## config.mk

```make
export PLATFORM = sky130hd
export DESIGN_NAME = gfx_pixel_write_combiner_flat
export DESIGN_NICKNAME = d
export VERILOG_FILES = /design/src/rtl/gfx_wc_pkg.sv /design/src/rtl/gfx_pixel_write_combiner_if.sv /design/src/rtl/gfx_pixel_align.sv /design/src/rtl/gfx_pixel_write_combiner.sv /design/src/flat_wrapper.sv
export SDC_FILE = /design/constraint.sdc
export NUM_CORES = 1
export LEC_CHECK = 0
export ABC_AREA = 0
export CAP_MARGIN = 20
export CORE_AREA = 2 2 261 212
export DETAILED_ROUTE_END_ITERATION = 16
export DIE_AREA = 0 0 263 214
export PLACE_DENSITY = 0.78
export SYNTH_ARGS = -nofsm -noshare
export SYNTH_HDL_FRONTEND = slang
export SYNTH_SLANG_ARGS = --single-unit
```

## constraint.sdc

```tcl
create_clock -name clk_i -period 6.4 [get_ports clk_i]
set_input_delay 0.96 -clock clk_i [delete_from_list [all_inputs] [get_ports clk_i]]
set_output_delay 0.96 -clock clk_i [all_outputs]
set_load 0.005 [all_outputs]
```

## src/rtl/gfx_wc_pkg.sv

```systemverilog
// Shared types and alignment helpers for the pixel write combiner and its read-side counterpart.
package gfx_wc_pkg;

    localparam int unsigned MAX_LB    = 128;
    localparam int unsigned MAX_OFS_W = 7;

    localparam int unsigned DEF_MEM_W = 256;
    localparam int unsigned DEF_ADR_W = 32;
    localparam int unsigned DEF_LB    = DEF_MEM_W / 8;
    localparam int unsigned DEF_OFS_W = $clog2(DEF_LB);

    typedef enum logic [1:0] {
        D8  = 2'd0,
        D16 = 2'd1,
        D24 = 2'd2,
        D32 = 2'd3
    } depth_t;

    // Memory line at the default geometry; the combiner builds the same shape from its parameters.
    typedef struct packed {
        logic [DEF_ADR_W-DEF_OFS_W-1:0] tag;
        logic [DEF_MEM_W-1:0]           dat;
        logic [DEF_LB-1:0]              sel;
    } line_t;

    function automatic logic [31:0] depth_mask(depth_t depth);
        logic [31:0] m;
        case (depth)
            D8:      m = 32'h0000_00FF;
            D16:     m = 32'h0000_FFFF;
            D24:     m = 32'h00FF_FFFF;
            default: m = 32'hFFFF_FFFF;
        endcase
        return m;
    endfunction

    // Byte lanes of one pixel at byte offset ofs; caller truncates to its line width.
    function automatic logic [MAX_LB-1:0] lane_mask(depth_t depth, logic [MAX_OFS_W-1:0] ofs);
        logic [3:0] m;
        case (depth)
            D8:      m = 4'h1;
            D16:     m = 4'h3;
            D24:     m = 4'h7;
            default: m = 4'hF;
        endcase
        return MAX_LB'(m) << ofs;
    endfunction

endpackage

```

## src/rtl/gfx_pixel_write_combiner_if.sv

```systemverilog
// Pixel-in / line-out bus of the write combiner; slave is the combiner side.
interface gfx_pixel_write_combiner_if #(
    parameter int unsigned MEM_W = 256,
    parameter int unsigned ADR_W = 32
);
    import gfx_wc_pkg::*;

    localparam int unsigned LB = MEM_W / 8;

    logic             s_valid_i;
    logic             s_ready_o;
    logic [ADR_W-1:0] s_adr_i;
    logic [31:0]      s_color_i;
    depth_t           s_depth_i;
    logic             flush_i;
    logic             m_valid_o;
    logic             m_ack_i;
    logic [ADR_W-1:0] m_adr_o;
    logic [MEM_W-1:0] m_dat_o;
    logic [LB-1:0]    m_sel_o;
    logic             idle_o;
    logic             trunc_o;

    modport slave (
        input  s_valid_i, s_adr_i, s_color_i, s_depth_i, flush_i, m_ack_i,
        output s_ready_o, m_valid_o, m_adr_o, m_dat_o, m_sel_o, idle_o, trunc_o
    );

    modport master (
        output s_valid_i, s_adr_i, s_color_i, s_depth_i, flush_i, m_ack_i,
        input  s_ready_o, m_valid_o, m_adr_o, m_dat_o, m_sel_o, idle_o, trunc_o
    );

endinterface

```

## src/rtl/gfx_pixel_align.sv

```systemverilog
// Combinational aligner: places one 8..32bpp pixel into a MEM_W-bit line and flags spill past the line end.
module gfx_pixel_align
    import gfx_wc_pkg::*;
#(
    parameter  int unsigned MEM_W = 256,
    localparam int unsigned LB    = MEM_W / 8,
    localparam int unsigned OFS_W = $clog2(LB)
) (
    input  logic [OFS_W-1:0] ofs,
    input  logic [31:0]      color,
    input  depth_t           depth,
    output logic [LB-1:0]    lane_c,
    output logic [MEM_W-1:0] data_c,
    output logic             trunc_c
);
    localparam int unsigned SUM_W = OFS_W + 1;

    assign lane_c  = LB'(lane_mask(depth, MAX_OFS_W'(ofs)));
    assign data_c  = MEM_W'(color & depth_mask(depth)) << {ofs, 3'b000};

    // Last byte of the pixel lands at ofs+depth; anything beyond LB-1 is dropped.
    assign trunc_c = (SUM_W'(ofs) + SUM_W'(depth)) > SUM_W'(LB - 1);

endmodule

```

## src/rtl/gfx_pixel_write_combiner.sv

```systemverilog
// Merges single-pixel writes into full-width masked line writes through a combining buffer and output register.
module gfx_pixel_write_combiner
    import gfx_wc_pkg::*;
#(
    parameter int unsigned MEM_W   = 256,
    parameter int unsigned ADR_W   = 32,
    parameter int unsigned TIMEOUT = 16
) (
    input  logic                       clk_i,
    input  logic                       rst_ni,
    gfx_pixel_write_combiner_if.slave  bus
);
    localparam int unsigned LB    = MEM_W / 8;
    localparam int unsigned OFS_W = $clog2(LB);
    localparam int unsigned TAG_W = ADR_W - OFS_W;
    localparam int unsigned CNT_W = (TIMEOUT > 0) ? $clog2(TIMEOUT + 1) : 1;

    typedef struct packed {
        logic [TAG_W-1:0] tag;
        logic [MEM_W-1:0] dat;
        logic [LB-1:0]    sel;
    } wline_t;

    wline_t           buf_q, buf_d, out_q, out_d;
    logic             buf_v_q, buf_v_d;
    logic             out_v_q, out_v_d;
    logic             flush_q, flush_d;
    logic [CNT_W-1:0] tcnt_q, tcnt_d;
    logic             idle_q, trunc_q;

    logic [TAG_W-1:0] s_tag;
    logic [OFS_W-1:0] s_ofs;
    logic [LB-1:0]    a_lane;
    logic [MEM_W-1:0] a_data;
    logic             a_trunc;
    logic             hit, sel_full, t_exp, fc, xf, s_ready_c, acc;

    assign s_tag = bus.s_adr_i[ADR_W-1:OFS_W];
    assign s_ofs = bus.s_adr_i[OFS_W-1:0];

    gfx_pixel_align #(.MEM_W(MEM_W)) u_align (
        .ofs     (s_ofs),
        .color   (bus.s_color_i),
        .depth   (bus.s_depth_i),
        .lane_c  (a_lane),
        .data_c  (a_data),
        .trunc_c (a_trunc)
    );

    // Buffer leaves on a miss, a full line, a pending flush or an idle timeout; output must be free or draining.
    assign hit       = buf_v_q && (buf_q.tag == s_tag);
    assign sel_full  = &buf_q.sel;
    assign t_exp     = (TIMEOUT != 0) && (tcnt_q == CNT_W'(TIMEOUT));
    assign fc        = buf_v_q && ((bus.s_valid_i && !hit) || sel_full || flush_q || t_exp);
    assign xf        = fc && (!out_v_q || bus.m_ack_i);
    assign s_ready_c = !flush_q && (!buf_v_q || (hit && !sel_full) || xf);
    assign acc       = bus.s_valid_i && s_ready_c;

    // Next state of buffer, output register, flush tracking and timeout counter.
    always_comb begin
        buf_d   = buf_q;
        buf_v_d = buf_v_q;
        out_d   = out_q;
        out_v_d = out_v_q;
        flush_d = flush_q;
        tcnt_d  = tcnt_q;

        // A pixel accepted while the buffer departs always starts a fresh line, even for the same tag.
        if (acc && (xf || !buf_v_q)) begin
            buf_v_d     = 1'b1;
            buf_d.tag   = s_tag;
            buf_d.dat   = a_data;
            buf_d.sel   = a_lane;
        end else if (acc) begin
            for (int b = 0; b < int'(LB); b++) begin
                if (a_lane[b]) begin
                    buf_d.dat[8*b +: 8] = a_data[8*b +: 8];
                end
            end
            buf_d.sel = buf_q.sel | a_lane;
        end else if (xf) begin
            buf_v_d = 1'b0;
        end

        if (xf) begin
            out_d   = buf_q;
            out_v_d = 1'b1;
        end else if (bus.m_ack_i) begin
            out_v_d = 1'b0;
        end

        if (flush_q && !buf_v_q && !out_v_q) begin
            flush_d = 1'b0;
        end else if (bus.flush_i && (buf_v_q || out_v_q)) begin
            flush_d = 1'b1;
        end

        if (acc || xf || !buf_v_q) begin
            tcnt_d = '0;
        end else if (tcnt_q != CNT_W'(TIMEOUT)) begin
            tcnt_d = tcnt_q + CNT_W'(1);
        end
    end

    always_ff @(posedge clk_i or negedge rst_ni) begin
        if (!rst_ni) begin
            buf_q   <= '0;
            buf_v_q <= 1'b0;
            out_q   <= '0;
            out_v_q <= 1'b0;
            flush_q <= 1'b0;
            tcnt_q  <= '0;
            idle_q  <= 1'b1;
            trunc_q <= 1'b0;
        end else begin
            buf_q   <= buf_d;
            buf_v_q <= buf_v_d;
            out_q   <= out_d;
            out_v_q <= out_v_d;
            flush_q <= flush_d;
            tcnt_q  <= tcnt_d;
            idle_q  <= !buf_v_d && !out_v_d && !flush_d;
            trunc_q <= acc && a_trunc;
        end
    end

    assign bus.s_ready_o = s_ready_c;
    assign bus.m_valid_o = out_v_q;
    assign bus.m_adr_o   = {out_q.tag, OFS_W'(0)};
    assign bus.m_dat_o   = out_q.dat;
    assign bus.m_sel_o   = out_q.sel;
    assign bus.idle_o    = idle_q;
    assign bus.trunc_o   = trunc_q;

endmodule

```

## src/flat_wrapper.sv

```systemverilog
// flat-port wrapper written by rule: the top's interface ports become plain ports
module gfx_pixel_write_combiner_flat import gfx_wc_pkg::*;
#(
    parameter int unsigned MEM_W   = 256,
    parameter int unsigned ADR_W   = 32,
    parameter int unsigned TIMEOUT = 16
)
  (clk_i, rst_ni, bus_s_valid_i, bus_s_adr_i, bus_s_color_i, bus_s_depth_i, bus_flush_i, bus_m_ack_i, bus_s_ready_o, bus_m_valid_o, bus_m_adr_o, bus_m_dat_o, bus_m_sel_o, bus_idle_o, bus_trunc_o);
  gfx_pixel_write_combiner_if #(.MEM_W(MEM_W), .ADR_W(ADR_W)) bus_i ();
  input  logic clk_i;
  input  logic rst_ni;
  input wire logic [$bits(bus_i.s_valid_i)-1:0] bus_s_valid_i;
  input wire logic [$bits(bus_i.s_adr_i)-1:0] bus_s_adr_i;
  input wire logic [$bits(bus_i.s_color_i)-1:0] bus_s_color_i;
  input wire logic [$bits(bus_i.s_depth_i)-1:0] bus_s_depth_i;
  input wire logic [$bits(bus_i.flush_i)-1:0] bus_flush_i;
  input wire logic [$bits(bus_i.m_ack_i)-1:0] bus_m_ack_i;
  output wire logic [$bits(bus_i.s_ready_o)-1:0] bus_s_ready_o;
  output wire logic [$bits(bus_i.m_valid_o)-1:0] bus_m_valid_o;
  output wire logic [$bits(bus_i.m_adr_o)-1:0] bus_m_adr_o;
  output wire logic [$bits(bus_i.m_dat_o)-1:0] bus_m_dat_o;
  output wire logic [$bits(bus_i.m_sel_o)-1:0] bus_m_sel_o;
  output wire logic [$bits(bus_i.idle_o)-1:0] bus_idle_o;
  output wire logic [$bits(bus_i.trunc_o)-1:0] bus_trunc_o;
  assign bus_i.s_valid_i = bus_s_valid_i;
  assign bus_i.s_adr_i = bus_s_adr_i;
  assign bus_i.s_color_i = bus_s_color_i;
  assign bus_i.s_depth_i = bus_s_depth_i;
  assign bus_i.flush_i = bus_flush_i;
  assign bus_i.m_ack_i = bus_m_ack_i;
  assign bus_s_ready_o = bus_i.s_ready_o;
  assign bus_m_valid_o = bus_i.m_valid_o;
  assign bus_m_adr_o = bus_i.m_adr_o;
  assign bus_m_dat_o = bus_i.m_dat_o;
  assign bus_m_sel_o = bus_i.m_sel_o;
  assign bus_idle_o = bus_i.idle_o;
  assign bus_trunc_o = bus_i.trunc_o;
  gfx_pixel_write_combiner #(.MEM_W(MEM_W), .ADR_W(ADR_W), .TIMEOUT(TIMEOUT)) u_core (.clk_i(clk_i), .rst_ni(rst_ni), .bus(bus_i));
endmodule
```

==> metrics.md <==
| Metric | Value |
|---|---|
| Worst Path Arrival | `3.83 ns` |
| Post-placement cell count | `2982` |
| Setup crit start kind | `input pin` |
| WL/cell | `26.8 µm` |
| Die W | `263 µm` |
| RSZ-0062 raised after global routing | `false` |
| Die area | `56300 µm²` |
| Remaining Overflow, GRT | `0` |
| Final HPWL DP | `59500 µm` |
| Die extent in y | `214 µm` |
| Critical Path Fanout Max | `22` |
| Clk_lat worst skew | `0.63 ns` |
| Area grow syn2layout | `24.9%` |
| Slowest stage delay, CP | `0.63 ns` |
| Leakage power total | `15.3 nW` |
| Via count | `19200` |
| GRT Total Usage | `29.0%` |
| Cell taking the most area after synthesis | `dfrtp_1` |
| Internal power | `9.14 mW` |
| Detail Route Antenna Nets | `0` |
| Syn Area/Cell | `13.5 µm²` |
| Final hold vios | `0` |
| Initial antenna violation count | `11` |
| Maxcap violations | `0` |
| Share of cells above drive strength 1 | `21.6%` |
| Status | `complete, no violations` |
| TritonCTS clock tree | `done` |
| Cells along the critical path | `clkdlybuf4s50_1 -> xnor2_1 -> nand4_1 -> nor4_2 -> and2_1 -> a211oi_2 -> buf_4 -> nor2_1 -> clkdlybuf4s50_1` |
| R2r worst-path depth | `8` |
| Top cells by area, synth | `dfrtp_1 60%, mux2_2 14%, a32o_1 4.5%, a22o_1 3.9%, nand2_1 2.6%` |
| Setup violations, final | `0` |
| Nets | `2418` |
| PwrDens | `400 nW/µm²` |
| Post-synth EDFFs | `0` |
| CP top delay family | `buffers and inverters` |
| Total negative slack | `0 ns` |
| Sequential share of power | `41.9%` |
| Cell Area, Synth | `26500 µm²` |
| Synth Instances | `1966` |
| Most used cell, CP | `clkdlybuf4s50_1` |
| Fin cells | `3103` |
| Port Buffers | `389` |
| Clk pwr share | `28.0%` |
| Yosys warns | `0` |
| TritonCTS buffer count | `61` |
| Peak supply drop | `0.231 mV` |
| CTS resizes | `0` |
| Pre-Repair DR Iteration Count | `8` |
| Ys async rst share | `100%` |
| Switching power | `4.14 mW` |
| Io pins | `395` |
| Clock Sinks | `640` |
| Largest net degree at the start of global routing | `135` |
| Sequential fraction of the synthesis area | `60.3%` |
| Clk buf depth | `3` |
| Fin crit share | `74.9%` |
| CTS root buf | `clkbuf_16` |
| Starting density of the core | `49.7%` |
| Sw frac | `31.2%` |
| First-pass GRT wire length | `124000 µm` |
| Layout Skew | `0.0247 ns` |
| Num rows | `76` |
| Core region area | `53400 µm²` |
| Fmax | `209 MHz` |
| HP Class | `input pin to asynchronous set/reset pin` |
| Slew headroom | `27.2%` |
| Slowest-stage cell, CP | `clkdlybuf4s50_1` |
| # DRC | `0` |
| Library cells used by synthesis | `62` |
| Logic pwr share | `30.0%` |
| Final min period | `4.79 ns` |
| Top post-synthesis cells by count | `639 x dfrtp_1, 322 x mux2_2, 187 x nand2_1` |
| Critical Path RT | `5.44 ns` |
| Drt via density | `6.20` |
| Final Total Pwr | `13.3 mW` |
| CP endpoint kind | `output port` |
| #FFs+latches synth | `640` |
| Placer Congestion | `0.957` |
| Top-count cell post-synth | `dfrtp_1` |
| Max-slew violations | `0` |
| DR iter-0 viols | `1978` |
| Post-CTS Hold Fix Bufs | `0` |
| Post-CTS Setup Inserts | `0` |
| Worst Tran Pin Value | `1.09 ns` |
| Path type of the worst setup path | `input pin to output port` |
| Clk pin slew, worst setup/hold paths | `0.06 ns` |
| Synth Flop Type | `dfrtp_1` |
| Total Wirelength | `83300 µm` |
| Post-synth top area share | `60.2%` |
| Levels on crit path | `9` |
| H-tree depth | `2` |
| Post-layout util | `62.1%` |
| Vias in the first global route | `19200` |
| CP Buf/Inv Count | `3` |
==> sequential cells by signal, summed over array words and instances, names as in the netlist <==
name / cells
u_core.buf_q: 315
u_core.buf_v_q: 1
u_core.bus.idle_o: 1
u_core.bus.m_adr_o: 27
u_core.bus.m_dat_o: 256
u_core.bus.m_sel_o: 32
u_core.bus.m_valid_o: 1
u_core.bus.trunc_o: 1
u_core.flush_q: 1
u_core.tcnt_q: 5
==> placed cells by master (no fill, tap or decap), types with 5 or more instances in the layout <==
cell / netlist / final
a21o_1: 28 / 28
a21oi_1: 12 / 12
a22o_1: 118 / 118
a22oi_1: 18 / 18
a31oi_2: 16 / 16
a32o_1: 119 / 119
and2_1: 4 / 5
buf_12: 0 / 6
buf_4: 25 / 37
bufinv_16: 0 / 6
clkbuf_1: 39 / 9
clkbuf_16: 0 / 62
clkbuf_8: 0 / 12
clkdlybuf4s50_1: 0 / 387
clkinv_2: 0 / 16
conb_1: 1 / 5
dfrtp_1: 639 / 639
diode_2: 0 / 9
inv_1: 13 / 13
mux2_1: 25 / 25
mux2_2: 322 / 322
nand2_1: 187 / 186
nand2b_1: 17 / 17
nand3_1: 6 / 6
nand4_1: 20 / 20
nor2_1: 43 / 43
nor2b_1: 5 / 5
nor3_1: 26 / 25
o211ai_1: 8 / 8
o21a_1: 11 / 11
o21ai_0: 46 / 46
o21ai_1: 6 / 5
o22ai_1: 34 / 34
o2bb2ai_1: 40 / 40
xnor2_1: 27 / 27
==> final timing paths <==
| kind | startpoint | endpoint | slack [ns] |
|---|---|---|---|
| max | bus_s_adr_i[22] | bus_s_ready_o | 1.61 |
| min | rst_ni | u_core.bus.m_dat_o[79] | 0.38 |
| max reg2reg | u_core.buf_q[1] | u_core.buf_q[213] | 2.57 |
| max in group asynchronous | rst_ni | u_core.bus.m_dat_o[119] | 4.77 |
| min in group clk_i | u_core.buf_q[84] | u_core.buf_q[84] | 0.48 |
| min reg2reg | u_core.buf_q[84] | u_core.buf_q[84] | 0.48 |
==> logic make-up after synthesis <==
| family | count (synthesis) | share of synthesized area [%] |
|---|---|---|
| and+or+nand+nor | 333 | 5.90 |
| AOI/OAI and AO/OA | 475 | 15.0 |
| muxes | 348 | 14.8 |
| DFF | 640 | 60.3 |
| adders and majority gates | 3 | 0.141 |
| other | 1 | 0.0141 |
| buffers and inverters | 135 | 2.80 |
| xor gates and xnor gates | 31 | 1.02 |
==> layer usage <==
layer  global-route usage [%]  vias to the layer above  share of wire [%]
met5                        0                        -              0.071
met4                     9.37                        8                3.0
met1                     41.1                     9952                 42
met3                     6.66                      169                9.0
met2                     44.6                      989                 46
li1                         -                     8115                  -
==> power by group through the flow <==
| stage | logic [mW] | registers (mW) | clock network [mW] |
|---|---|---|---|
| after floorplan | 2.11 | 5.43 | 0 |
| after global placement | 3.85 | 5.59 | 0 |
| after detailed placement | 3.95 | 5.62 | 0 |
| after CTS | 3.99 | 5.56 | 3.76 |
| after global routing | 4.22 | 5.66 | 3.94 |
| final | 3.99 | 5.57 | 3.72 |
==> cell type report <==
cell class                      instances  area [µm²]
Clock buffer                           83        1750
Multi-Input combinational cell       1195        9830
Timing Repair Buffer                  432        4290
Tap cell                              702         878
Clock inverter                         28         322
Fill cell                            4019       20300
Antenna cell                            9        22.5
Inverter                               14        52.6
Sequential cell                       640       16000
==> metrics by stage <==
stage	cell area, µm²	worst slack (ns)	hold slack, ns
after global placement	31100	1.75	0.456
after global routing	33200	1.47	0.477
after CTS	33100	1.67	0.440
after floorplan	26600	3.15	0.442
final	33200	1.61	0.382
after detailed placement	31100	1.70	0.463
Note: power is estimated with default switching activity, not from simulation.
